File: src/rtl/mem_stage.sv
// Memory-access stage of the minimum MIPS core: forwards ALU results to write-back,
// runs LW/SW over a req/ack data-memory handshake with a timeout watchdog.
module mem_stage #(
  parameter int TIMEOUT = 16,
  parameter int CNT_W   = 8
) (
  input  logic        CLK,
  input  logic        RST,
  input  logic        Valid,
  input  logic [31:0] Ins,
  input  logic [31:0] Result,
  input  logic [31:0] Rdata2,
  input  logic [31:0] nextPC,
  output logic        Stall,
  output logic        mem_req,
  output logic        mem_we,
  output logic [31:0] mem_addr,
  output logic [31:0] mem_wdata,
  input  logic        mem_ack,
  input  logic [31:0] mem_rdata,
  output logic        WBValid,
  output logic [31:0] WBData,
  output logic [4:0]  WBReg,
  output logic        WBWe,
  output logic        AdrErr,
  output logic        BusErr
);

  localparam logic [5:0] OP_R_FORM = 6'h00;
  localparam logic [5:0] OP_JAL    = 6'h03;
  localparam logic [5:0] OP_LW     = 6'h23;
  localparam logic [5:0] OP_SW     = 6'h2B;

  typedef enum logic {IDLE, ACCESS} state_t;

  state_t           state, state_next;
  logic [CNT_W-1:0] cnt;
  logic             is_load;

  logic [5:0] opcode;
  logic [5:0] funct;
  logic       mem_op;
  logic       accept;
  logic       misaligned;
  logic       pass_through;
  logic       timeout;
  logic       r_form_writes;
  logic       unused_ins_bits;

  assign opcode          = Ins[31:26];
  assign funct           = Ins[5:0];
  assign unused_ins_bits = ^{Ins[25:21], Ins[10:6]};
  assign Stall           = (state == ACCESS);

  // Handshake: mem_req rises at the accept edge and its companion address/data/we
  // stay frozen until the cycle mem_ack=1 is sampled (or the watchdog fires).
  always_comb begin
    mem_op        = (opcode == OP_LW) || (opcode == OP_SW);
    accept        = (state == IDLE) && Valid && mem_op && (Result[1:0] == 2'b00);
    misaligned    = (state == IDLE) && Valid && mem_op && (Result[1:0] != 2'b00);
    pass_through  = (state == IDLE) && Valid && !mem_op;
    timeout       = (state == ACCESS) && !mem_ack && (cnt == CNT_W'(TIMEOUT - 1));
    r_form_writes = !(funct == 6'h08 || funct == 6'h11 || funct == 6'h13 ||
                      (funct >= 6'h18 && funct <= 6'h1B));
  end

  always_comb begin
    state_next = state;
    case (state)
      IDLE:    if (accept) state_next = ACCESS;
      ACCESS:  if (mem_ack || timeout) state_next = IDLE;
      default: state_next = IDLE;
    endcase
  end

  always_ff @(posedge CLK) begin
    if (RST) state <= IDLE;
    else     state <= state_next;
  end

  always_ff @(posedge CLK) begin
    if (RST) begin
      cnt       <= '0;
      is_load   <= 1'b0;
      mem_req   <= 1'b0;
      mem_we    <= 1'b0;
      mem_addr  <= '0;
      mem_wdata <= '0;
      WBValid   <= 1'b0;
      WBData    <= '0;
      WBReg     <= '0;
      WBWe      <= 1'b0;
      AdrErr    <= 1'b0;
      BusErr    <= 1'b0;
    end else begin
      WBValid <= 1'b0;
      AdrErr  <= 1'b0;
      BusErr  <= 1'b0;

      if (pass_through) begin
        WBValid <= 1'b1;
        if (opcode == OP_R_FORM) begin
          WBData <= Result;
          WBReg  <= Ins[15:11];
          WBWe   <= r_form_writes;
        end else if (opcode >= 6'h08 && opcode <= 6'h0F) begin
          WBData <= Result;
          WBReg  <= Ins[20:16];
          WBWe   <= 1'b1;
        end else if (opcode == OP_JAL) begin
          WBData <= nextPC;
          WBReg  <= 5'd31;
          WBWe   <= 1'b1;
        end else begin
          WBData <= Result;
          WBReg  <= 5'd0;
          WBWe   <= 1'b0;
        end
      end

      if (misaligned) begin
        WBValid <= 1'b1;
        AdrErr  <= 1'b1;
        WBData  <= '0;
        WBReg   <= Ins[20:16];
        WBWe    <= 1'b0;
      end

      if (accept) begin
        mem_req   <= 1'b1;
        mem_we    <= (opcode == OP_SW);
        mem_addr  <= Result;
        mem_wdata <= (opcode == OP_SW) ? Rdata2 : 32'h0;
        WBReg     <= Ins[20:16];
        is_load   <= (opcode == OP_LW);
        cnt       <= '0;
      end

      // Ack takes priority over the watchdog when both land in the same cycle.
      if (state == ACCESS) begin
        if (mem_ack) begin
          mem_req <= 1'b0;
          WBValid <= 1'b1;
          if (is_load) begin
            WBData <= mem_rdata;
            WBWe   <= 1'b1;
          end else begin
            WBWe   <= 1'b0;
          end
        end else if (timeout) begin
          mem_req <= 1'b0;
          BusErr  <= 1'b1;
          WBValid <= 1'b1;
          WBData  <= '0;
          WBWe    <= 1'b0;
        end else begin
          cnt <= cnt + CNT_W'(1);
        end
      end
    end
  end

endmodule

File: config.mk
export PLATFORM = sky130hd
export DESIGN_NAME = mem_stage
export DESIGN_NICKNAME = d
export VERILOG_FILES = /design/src/rtl/mem_stage.sv
export SDC_FILE = /design/constraint.sdc
export NUM_CORES = 1
export LEC_CHECK = 0
export ABC_AREA = 1
export CORE_UTILIZATION = 44
export CTS_BUF_LIST = sky130_fd_sc_hd__clkbuf_8
export DETAILED_ROUTE_END_ITERATION = 7
export GPL_TIMING_DRIVEN = 0
export PLACE_DENSITY_LB_ADDON = 0.25
export RECOVER_POWER = 50
export REMOVE_ABC_BUFFERS = 1
export SLEW_MARGIN = 20
export SYNTH_ARGS = -nofsm -noshare
export SYNTH_HDL_FRONTEND = slang
export SYNTH_SLANG_ARGS = --single-unit
File: constraint.sdc
create_clock -name CLK -period 4 [get_ports CLK]
set_input_delay 0.4 -clock CLK [delete_from_list [all_inputs] [get_ports CLK]]
set_output_delay 0.4 -clock CLK [all_outputs]
set_load 0.05 [all_outputs]
# Word-level counts from Yosys, hierarchy flattened
# Index checks and enable logic that the tools add are counted.
[word_totals] regBits=117 out_inout_bits=108
[classes] magnitude_cmp=4 addsub=1 muxes=43 reduce_logical=22 n_eq_ne=7 n_bitwise=1
[ops] cell="2-to-1 mux 32 bit" n=10
[ops] cell="2-to-1 mux 8 bit" n=4
[ops] cell="2-to-1 mux 5 bit" n=6
[ops] cell="2-to-1 mux 1 bit" n=22
[ops] cell="== test 6 x 5 -> 1 bit, second input constant" n=2
[ops] cell="== test 6 bit, second input constant" n=2
[ops] cell="logical AND 1 bit" n=9
[ops] cell="adder 8 x 1 -> 8 bit, second input constant" n=1
[ops] cell="== test 8 x 4 -> 1 bit, second input constant" n=1
[ops] cell="== test 6 x 2 -> 1 bit, second input constant" n=1
[ops] cell="== test 6 x 4 -> 1 bit, second input constant" n=1
[ops] cell="greater-or-equal comparator 6 x 4 -> 1 bit, second input constant" n=1
[ops] cell="greater-or-equal comparator 6 x 5 -> 1 bit, second input constant" n=1
[ops] cell="less-or-equal comparator 6 x 4 -> 1 bit, second input constant" n=1
[ops] cell="less-or-equal comparator 6 x 5 -> 1 bit, second input constant" n=1
[ops] cell="zero test 6 bit" n=1
[ops] cell="logical OR 1 bit" n=5
[ops] cell="zero test 1 bit" n=3
[ops] cell="nonzero test 3 bit" n=1
[ops] cell="OR reduction 3 bit" n=1
[ops] cell="zero test 2 bit" n=1
[ops] cell="case mux 1 bit (2 select lines)" n=1
[ops] cell="nonzero test 2 bit" n=1
[ops] cell="inverter 1 bit" n=1

# Longest topological paths before layout
[logic_depth] depth_word=11 depth_mapped=9 depth_no_buf=9

# Worst setup path after synthesis
# No wires, ideal clock.
[synth_timing] kind="register -> register" startpoint="register state (netlist: Stall)" endpoint="register WBData[0]" setup_slack_ns=2.329 path_stages_with_launch=9 arrival_time_ns=1.539 cell_sequence="dfxtp_1 -> nand2_1 -> nor2_1 -> inv_1 -> nand2_1 -> nor2_2 -> buf_2 -> nand2_1 -> a21oi_1"
[synth_via] elab_chain_len=8 word_cells_on_any_way=13 classes_between="6 x mux; 1 x bitwise; 6 x reduce/logical"
[synth_rtl] element="start: declaration" line_no="36" source="state_t state, state_next;"
[synth_rtl] element="start signal: assignment" line_no="78" source="else state <= state_next;"
[synth_rtl] element="inverter 1 bit"
[synth_rtl] element="logical AND 1 bit" line_no="60, 61"
[synth_rtl] element="logical AND 1 bit, on equally long branches" line_no="61, 60"
[synth_rtl] element="2-to-1 mux 32 bit or logical AND 1 bit (tied branches)" line_no="100, 60"
[synth_rtl] element="2-to-1 mux 32 bit" line_no="121" source="if (misaligned) begin"
[synth_rtl] element="2-to-1 mux 32 bit, on equally long branches" line_no="150, 144"
[synth_rtl] element="2-to-1 mux 32 bit" line_no="141" source="if (mem_ack) begin"
[synth_rtl] element="2-to-1 mux 32 bit *" line_no="140" source="if (state == ACCESS) begin"
[synth_rtl] element="end signal: assignment" line_no="111" source="WBData <= nextPC;"
[synth_rtl] element="end signal: assignment" line_no="115" source="WBData <= Result;"
[synth_rtl] element="end signal: assignment" line_no="145" source="WBData <= mem_rdata;"
[synth_rtl] element="end: declaration" line_no="22" source="output logic [31:0] WBData,"
# Mark *: on every way between the ends. The rest lies on a longest branch, timed or not.
# A chain may end at the register's enable or synchronous reset.

# Worst setup path in the final report
[layout_timing] startpoint="input port Ins[28]" endpoint="register mem_addr[31]"
[layout_via] elab_chain_len=4 word_cells_on_any_way=5 classes_between="2 x eq/ne; 3 x reduce/logical"
[layout_rtl] element="start: declaration" line_no="10" source="input logic [31:0] Ins,"
[layout_rtl] element="== test 6 bit" line_no="58" source="mem_op = (opcode == OP_LW) || (opcode == OP_SW);"
[layout_rtl] element="logical OR 1 bit *" line_no="58"
[layout_rtl] element="logical AND 1 bit * (2 in series)" line_no="59" source="accept = (state == IDLE) && Valid && mem_op && (Result[1:0] == 2'b00);"
[layout_rtl] element="end signal: assignment" line_no="132" source="mem_addr <= Result;"
[layout_rtl] element="end: declaration" line_no="17" source="output logic [31:0] mem_addr,"
# Marks and branches as above.

==> results.cfg <==
[floorplan]
initial_utilization = 0.457
rows = 39
core-area_sq_um = 11600
die-area_sq_um = 12500
die-width_um = 112
die_height_um = 112
io_pins = 272

[cts]
cts_buffer_depth = 2
cts_resized = 0
cts_tree = built
clkLatencyLatePin_ns = 0.44
clk_pin_slew_ns = 0.06
cts_htree_levels = 4
numCtsBuffers = 17
clkSinkCount = 117
root_buffer = clkbuf_8
cts_setup_buffers = 0
hold_buffers = 0

[outcome]
failed_checks = DRC
status = finished, violations left

[drt]
drt-met1-wl_mm = 7.03
vias = 5901
top_layer = met4
wl_met2_mm = 8.22
wl_per_cell_um = 14.7
route.met3.wl_mm = 1.51
drc = 19
first_pass_iters = 8
via_per_inst = 5.02
drtAntennaViolNets = 0
drt_iter0_drc = 398
wl_mm = 17.2

[synthesis]
ys_seq_area_frac = 0.441
ys_ff_latch = 117
synthCells = 785
syn_area_per_cell_sq_um = 6.77
syn_area_sq_um = 5310
yosysWarnings = 0
synth.distinct_cells = 27

[global_route]
grt_pass1_vias = 5597
grt_pass1_wl_mm = 27.9
grt_usage = 0.282
antenna_found_initial = 0
grt_max_degree = 95
grt-ovfl-total = 0

[power]
p_sw_mw = 0.685
switching_share = 0.268
p_int_mw = 1.87
power_frac_comb = 0.170
p_seq_frac = 0.470
ir_drop_mv = 0.245
power.leakage_nw = 3.88
p_clk_frac = 0.360
p_per_area_nw_per_um2 = 308

[sta]
setup_viol_count_final = 0
fmax_mhz = 311
tightestPinTransition_ns = 1.06
slew_violations = 0
grt_setup_unrepaired = no
max_slew_margin = 0.289
timing.final.crit_share = 0.804
finalClockSkew_ns = 0.00561
timing.final.crit_period_ns = 3.22
hold_viol = 0

[cells_and_area]
syn_to_final_growth_pct = 56.3
utilization = 0.715
antennaDiodeCount = 0
final_cells = 1175
nFillCells = 979
fin_nets = 1186
multiInputGateArea_sq_um = 2430
ff_latch_area_sq_um = 2340
drive_above_1_share = 0.0446

[worst_setup_path]
r2r-start = Stall$_SDFF_PP0_
critical_path.startpoint = Ins[28]
worst_path_max_delay_cell = inv_4
required_ns = 4.36
critPathKind = in2reg
r2r_cells = 7
crit_path_end = mem_addr[31]$_SDFFE_PP0P_
crit_path_end_kind = flip-flop
reg2reg_to = mem_addr[31]$_SDFFE_PP0P_
cp_cell_sequence = clkdlybuf4s50_1 > inv_1 > nand2_1 > nor2_1 > nand3_2 > inv_4 > o21ai_0 > a21oi_1
worstPathArrival_ns = 3.58
worstPathMaxFanout = 94
cp-start-kind = input pin
regToRegSetupSlack_ns = 1.13
slowest_delay_ns = 0.97

[placement]
port_buffers = 261
place_congestion = 0.794
place_hpwl_mm = 11.7
placed_cells = 1145

[min_path]
hold_class = in2reg
hold_depth = 2

[run]
max_cap_violations = 0
==> synthesized netlist by cell type (all sizes together) <==
library cell	count	area, sq um
nor2	26	128
nand3	77	395
nor3	4	30.0
buf	25	159
ha	1	12.5
nand3b	2	27.5
o21ai	42	210
or2	1	6.26
inv	83	312
dfxtp	117	2340
a211oi	1	7.51
a21boi	1	7.51
xor2	1	8.76
nand2	264	991
clkbuf	23	86.3
a21oi	116	581
o21bai	1	7.51
==> worst min-delay path by stage <==
stage,from,endpoint,slack (ns)
2_1_floorplan,is_load$_SDFFE_PP0P_,is_load$_SDFFE_PP0P_,0.45
3_3_place_gp,mem_addr[0]$_SDFFE_PP0P_,mem_addr[0]$_SDFFE_PP0P_,0.44
3_5_place_dp,mem_addr[0]$_SDFFE_PP0P_,mem_addr[0]$_SDFFE_PP0P_,0.45
4_1_cts,RST,AdrErr$_SDFF_PP0_,0.35
5_1_grt,RST,AdrErr$_SDFF_PP0_,0.37
6_report,RST,AdrErr$_SDFF_PP0_,0.37
==> registers in the layout, summed over array words and instances (netlist names) <==
signal     cells
mem_wdata     32
WBReg          5
AdrErr         1
WBValid        1
WBData        32
mem_req        1
is_load        1
cnt            8
BusErr         1
mem_we         1
WBWe           1
mem_addr      32
Stall          1
==> area by class of cell <==
type,instances,area share
clock buffer,21,0.0348
clock inverter,9,0.00482
inverter,83,0.0378
multi-input combinational,537,0.293
sequential,117,0.282
tap,143,0.0216
timing repair buffer,265,0.326
==> cell usage in the layout, fill, tap and decap left out, types with 2 or more instances in the layout <==
cell type / Yosys / routed
clkdlybuf4s50_1: 0 / 152
inv_1: 81 / 84
dlygate4sd3_1: 0 / 108
dfxtp_1: 117 / 117
nand2_1: 264 / 264
nor2_4: 3 / 4
clkinv_2: 0 / 5
inv_2: 2 / 2
o21ai_0: 41 / 41
clkbuf_8: 0 / 21
buf_16: 0 / 2
nor3_1: 2 / 2
buf_12: 0 / 2
nand3_2: 2 / 2
a21oi_1: 116 / 116
nor2_1: 20 / 21
nand3_1: 75 / 75
==> power groups by stage <==
stage / clock (mW) / combinational, mW / sequential, mW
6_report: 0.920 / 0.436 / 1.20
2_1_floorplan: 0 / 0.0983 / 1.31
3_3_place_gp: 0 / 0.430 / 1.23
4_1_cts: 0.939 / 0.445 / 1.20
3_5_place_dp: 0 / 0.442 / 1.23
5_1_grt: 0.987 / 0.469 / 1.20
==> metal layers <==
layer,up-vias,global-route usage
met5,-,0
met4,0,0.124
met3,37,0.0866
met2,239,0.480
met1,2659,0.326
li1,2966,-
==> metrics by stage <==
| step | worst slack (ns) | hold slack [ns] | total power [mW] | instance area [sq um] | setup TNS (ns) |
|---|---|---|---|---|---|
| after floorplan | 1.45 | 0.448 | 1.41 | 5070 | 0 |
| after global placement | -1.22 | 0.442 | 1.66 | 7860 | -48.96 |
| after detailed placement | 0.526 | 0.448 | 1.67 | 7980 | 0 |
| after CTS | 0.898 | 0.346 | 2.59 | 8310 | 0 |
| after global routing | 0.526 | 0.374 | 2.66 | 8300 | 0 |
| final | 0.783 | 0.368 | 2.56 | 8300 | 0 |
==> cell families (layout without fill, tap and decap cells) <==
| logic type | count (synthesis) | in the layout | synth area share |
|---|---|---|---|
| AOI/OAI and AO/OA | 161 | 161 | 0.153 |
| and+or+nand+nor | 374 | 374 | 0.297 |
| DFF | 117 | 117 | 0.441 |
| buffers and inverters | 131 | 378 | 0.105 |
| adders and majority gates | 1 | 1 | 0.00236 |
| xor gates and xnor gates | 1 | 1 | 0.00165 |
==> worst max-delay path, delay by kind of cell <==
kind	cells	cell delay (ns)
compound gates	2	0.37
simple gates	3	1.13
buf+inv	3	1.56
Note: power is estimated with default switching activity, not from simulation.
==> RTL change (config.mk and constraints unchanged) <==
The parameter `CNT_W` goes from 8 to 10.
--- a/src/rtl/mem_stage.sv
+++ b/src/rtl/mem_stage.sv
@@ -4,3 +4,3 @@
   parameter int TIMEOUT = 16,
-  parameter int CNT_W   = 8
+  parameter int CNT_W   = 10
 ) (
Function: no difference found for any inputs over 4 cycles, from zero or initial values and one cycle with RST high; that may be too few to reach the edited logic, so the function may still have changed.
==> RTL change against the unedited design <==
  * Critical path type unchanged
  * Sequential cell count is 2 higher
  * Synthesized area is 4.3% higher
  * Total power is 1.3% higher
  * Cell area is 2.8% higher
  * Worst setup slack better by 280 ps
  * Routed wire length is 4.5% higher
  * First-iteration DRC count is 13% higher
==> RTL change: results (changes against the unedited design) <==
[outcome]
status = completed

[worst_setup_path]
cp_max_fo = 35  ; -63%
reg2reg_depth = 8  ; +1
arrival_ps = 3310  ; -270 ps
rrSetupSlack_ps = 1490  ; +360 ps
r2r-end = WBData[21]

[sta]
clock_skew_ps = 14.3  ; +8.66 ps
tightest_slew_ps = 992  ; -70.1 ps

[min_path]
min-delay-start = RST
whs_path_depth = 2  ; unchanged
hold_path.class = in2reg
whs_endpoint = Stall

[route]
dr.pass1.iters = 5  ; -3
vias_per_cell = 4.98  ; -0.84%
routedWlPerCell_um = 14.6  ; -0.50%
drtIter0Drc = 449  ; +13%

[global_routing]
grt_first_pass_wirelength_um = 27600  ; -1.1%
grt_max_degree = 57  ; -40%
grt_usage_pct = 27.2  ; -1.0 points
grt_pass1_vias = 5539  ; -1.0%

[logic_synthesis]
synth_seq_cells = 119  ; +1.7%
synth_common_cells = nand2_1 (314), dfxtp_1 (119), a21oi_1 (116)
yosysWarnings = 0  ; unchanged
async_flop_share_pct = 0  ; unchanged
ys_seq_area_share_pct = 43.0  ; -1.1 points
ys_top_cells_by_area = dfxtp_1 (43%), nand2_1 (21%), a21oi_1 (10%)
ys_types = 26  ; -3.7%

[clocking]
cts_resized = 0  ; unchanged
path_clk_slew_ps = 70
post-cts-setup-buffers = 0  ; unchanged
clock_latency_ps = 440  ; about the same
cts.root.buffer_cell = clkbuf_8

[placed_design]
place_area_um2 = 8190  ; +2.6%
portBuffers = 261  ; unchanged
dp_hpwl_um = 12200  ; +4.3%
place_congestion = 0.790  ; -0.53%

[power]
internal_power_mw = 1.89  ; +1.1%
peakVddDrop_mv = 0.225  ; -8.1%
leakagePower_nw = 3.71  ; -4.3%

[finish]
drive_above_1_share_pct = 4.69  ; +0.23 points
n_antenna_cell = 0  ; unchanged
fin_nets = 1220  ; +2.9%

## RTL change: cell count changes in the layout (fill, tap and decap cells not counted), sizes merged, moves of 5 or more
cell,before,now
inv,87,73
nand2,264,315
nand3,77,31
nand4,0,35
nor2,26,31
## RTL change: power groups by stage
stage                     clock, mW  sequential (mW)  combinational (mW)
after floorplan                   0             1.34               0.107
after global placement            0             1.25               0.449
after detailed placement          0             1.25               0.455
after CTS                     0.944             1.22               0.458
after global routing          0.989             1.22               0.482
final                         0.918             1.22               0.450
## RTL change: metrics by stage
stage | hold slack (ps) | instances | util [%] | setup TNS (ps) | worst slack, ps
global placement | 432 | 1199 | 66.5 | -62880 | -1200
CTS | 301 | 1233 | 70.0 | 0 | 983
global route | 321 | 1234 | 70.2 | 0 | 826
detailed placement | 433 | 1203 | 67.3 | 0 | 519
floorplan | 446 | 770 | - | 0 | 1040
finish | 329 | 1234 | 70.2 | 0 | 1060
## RTL change: cell families after synthesis
kind of cell             count (synthesis)  share of synthesized area, %
AND/OR/NAND/NOR                        416                          32.0
AO/OA/AOI/OAI                          166                          15.2
buffers and inverters                  119                          9.46
flip-flops                             119                          43.0
XOR/XNOR                                 1                         0.158
adder cells (fa/ha/maj)                  1                         0.226
## RTL change: area by class of cell
| class | count | area [µm²] |
|---|---|---|
| clock buffer | 21 | 289 |
| clock inverter | 9 | 40.0 |
| fill | 1051 | 3630 |
| inverter | 67 | 251 |
| multi-input combinational | 584 | 2650 |
| sequential | 119 | 2380 |
| tap | 168 | 210 |
| timing repair buffer | 266 | 2720 |
## RTL change: layer usage
| metal | share of wire, % | wire length [µm] | track usage, % | vias to the layer above |
|---|---|---|---|---|
| li1 | - | - | - | 3128 |
| met1 | 41 | 7450 | 31.5 | 2778 |
| met5 | 0 | 0 | 0 | - |
| met2 | 48 | 8660 | 46.8 | 218 |
| met3 | 8.8 | 1580 | 8.95 | 21 |
| met4 | 1.8 | 322 | 9.96 | 0 |
## RTL change: worst max-delay path by stage
stage / cells past startpoint / end / startpoint
floorplan: 6 / cnt[2] / Stall
global placement: 4 / cnt[5] / RST
detailed placement: 8 / WBData[28] / Valid
CTS: 9 / WBData[29] / Valid
global route: 11 / WBData[27] / Ins[26]
finish: 11 / WBData[6] / Ins[26]
## RTL change: worst max-delay path, stage by stage
cell and delay (ps):
dlygate4sd3_1 550, nand2_1 60, inv_1 110, nand3_2 710, inv_2 880, nand2_1 110, nand2_1 120, nand2_1 60
nand2_1 80, nand2_1 50, a21oi_1 160
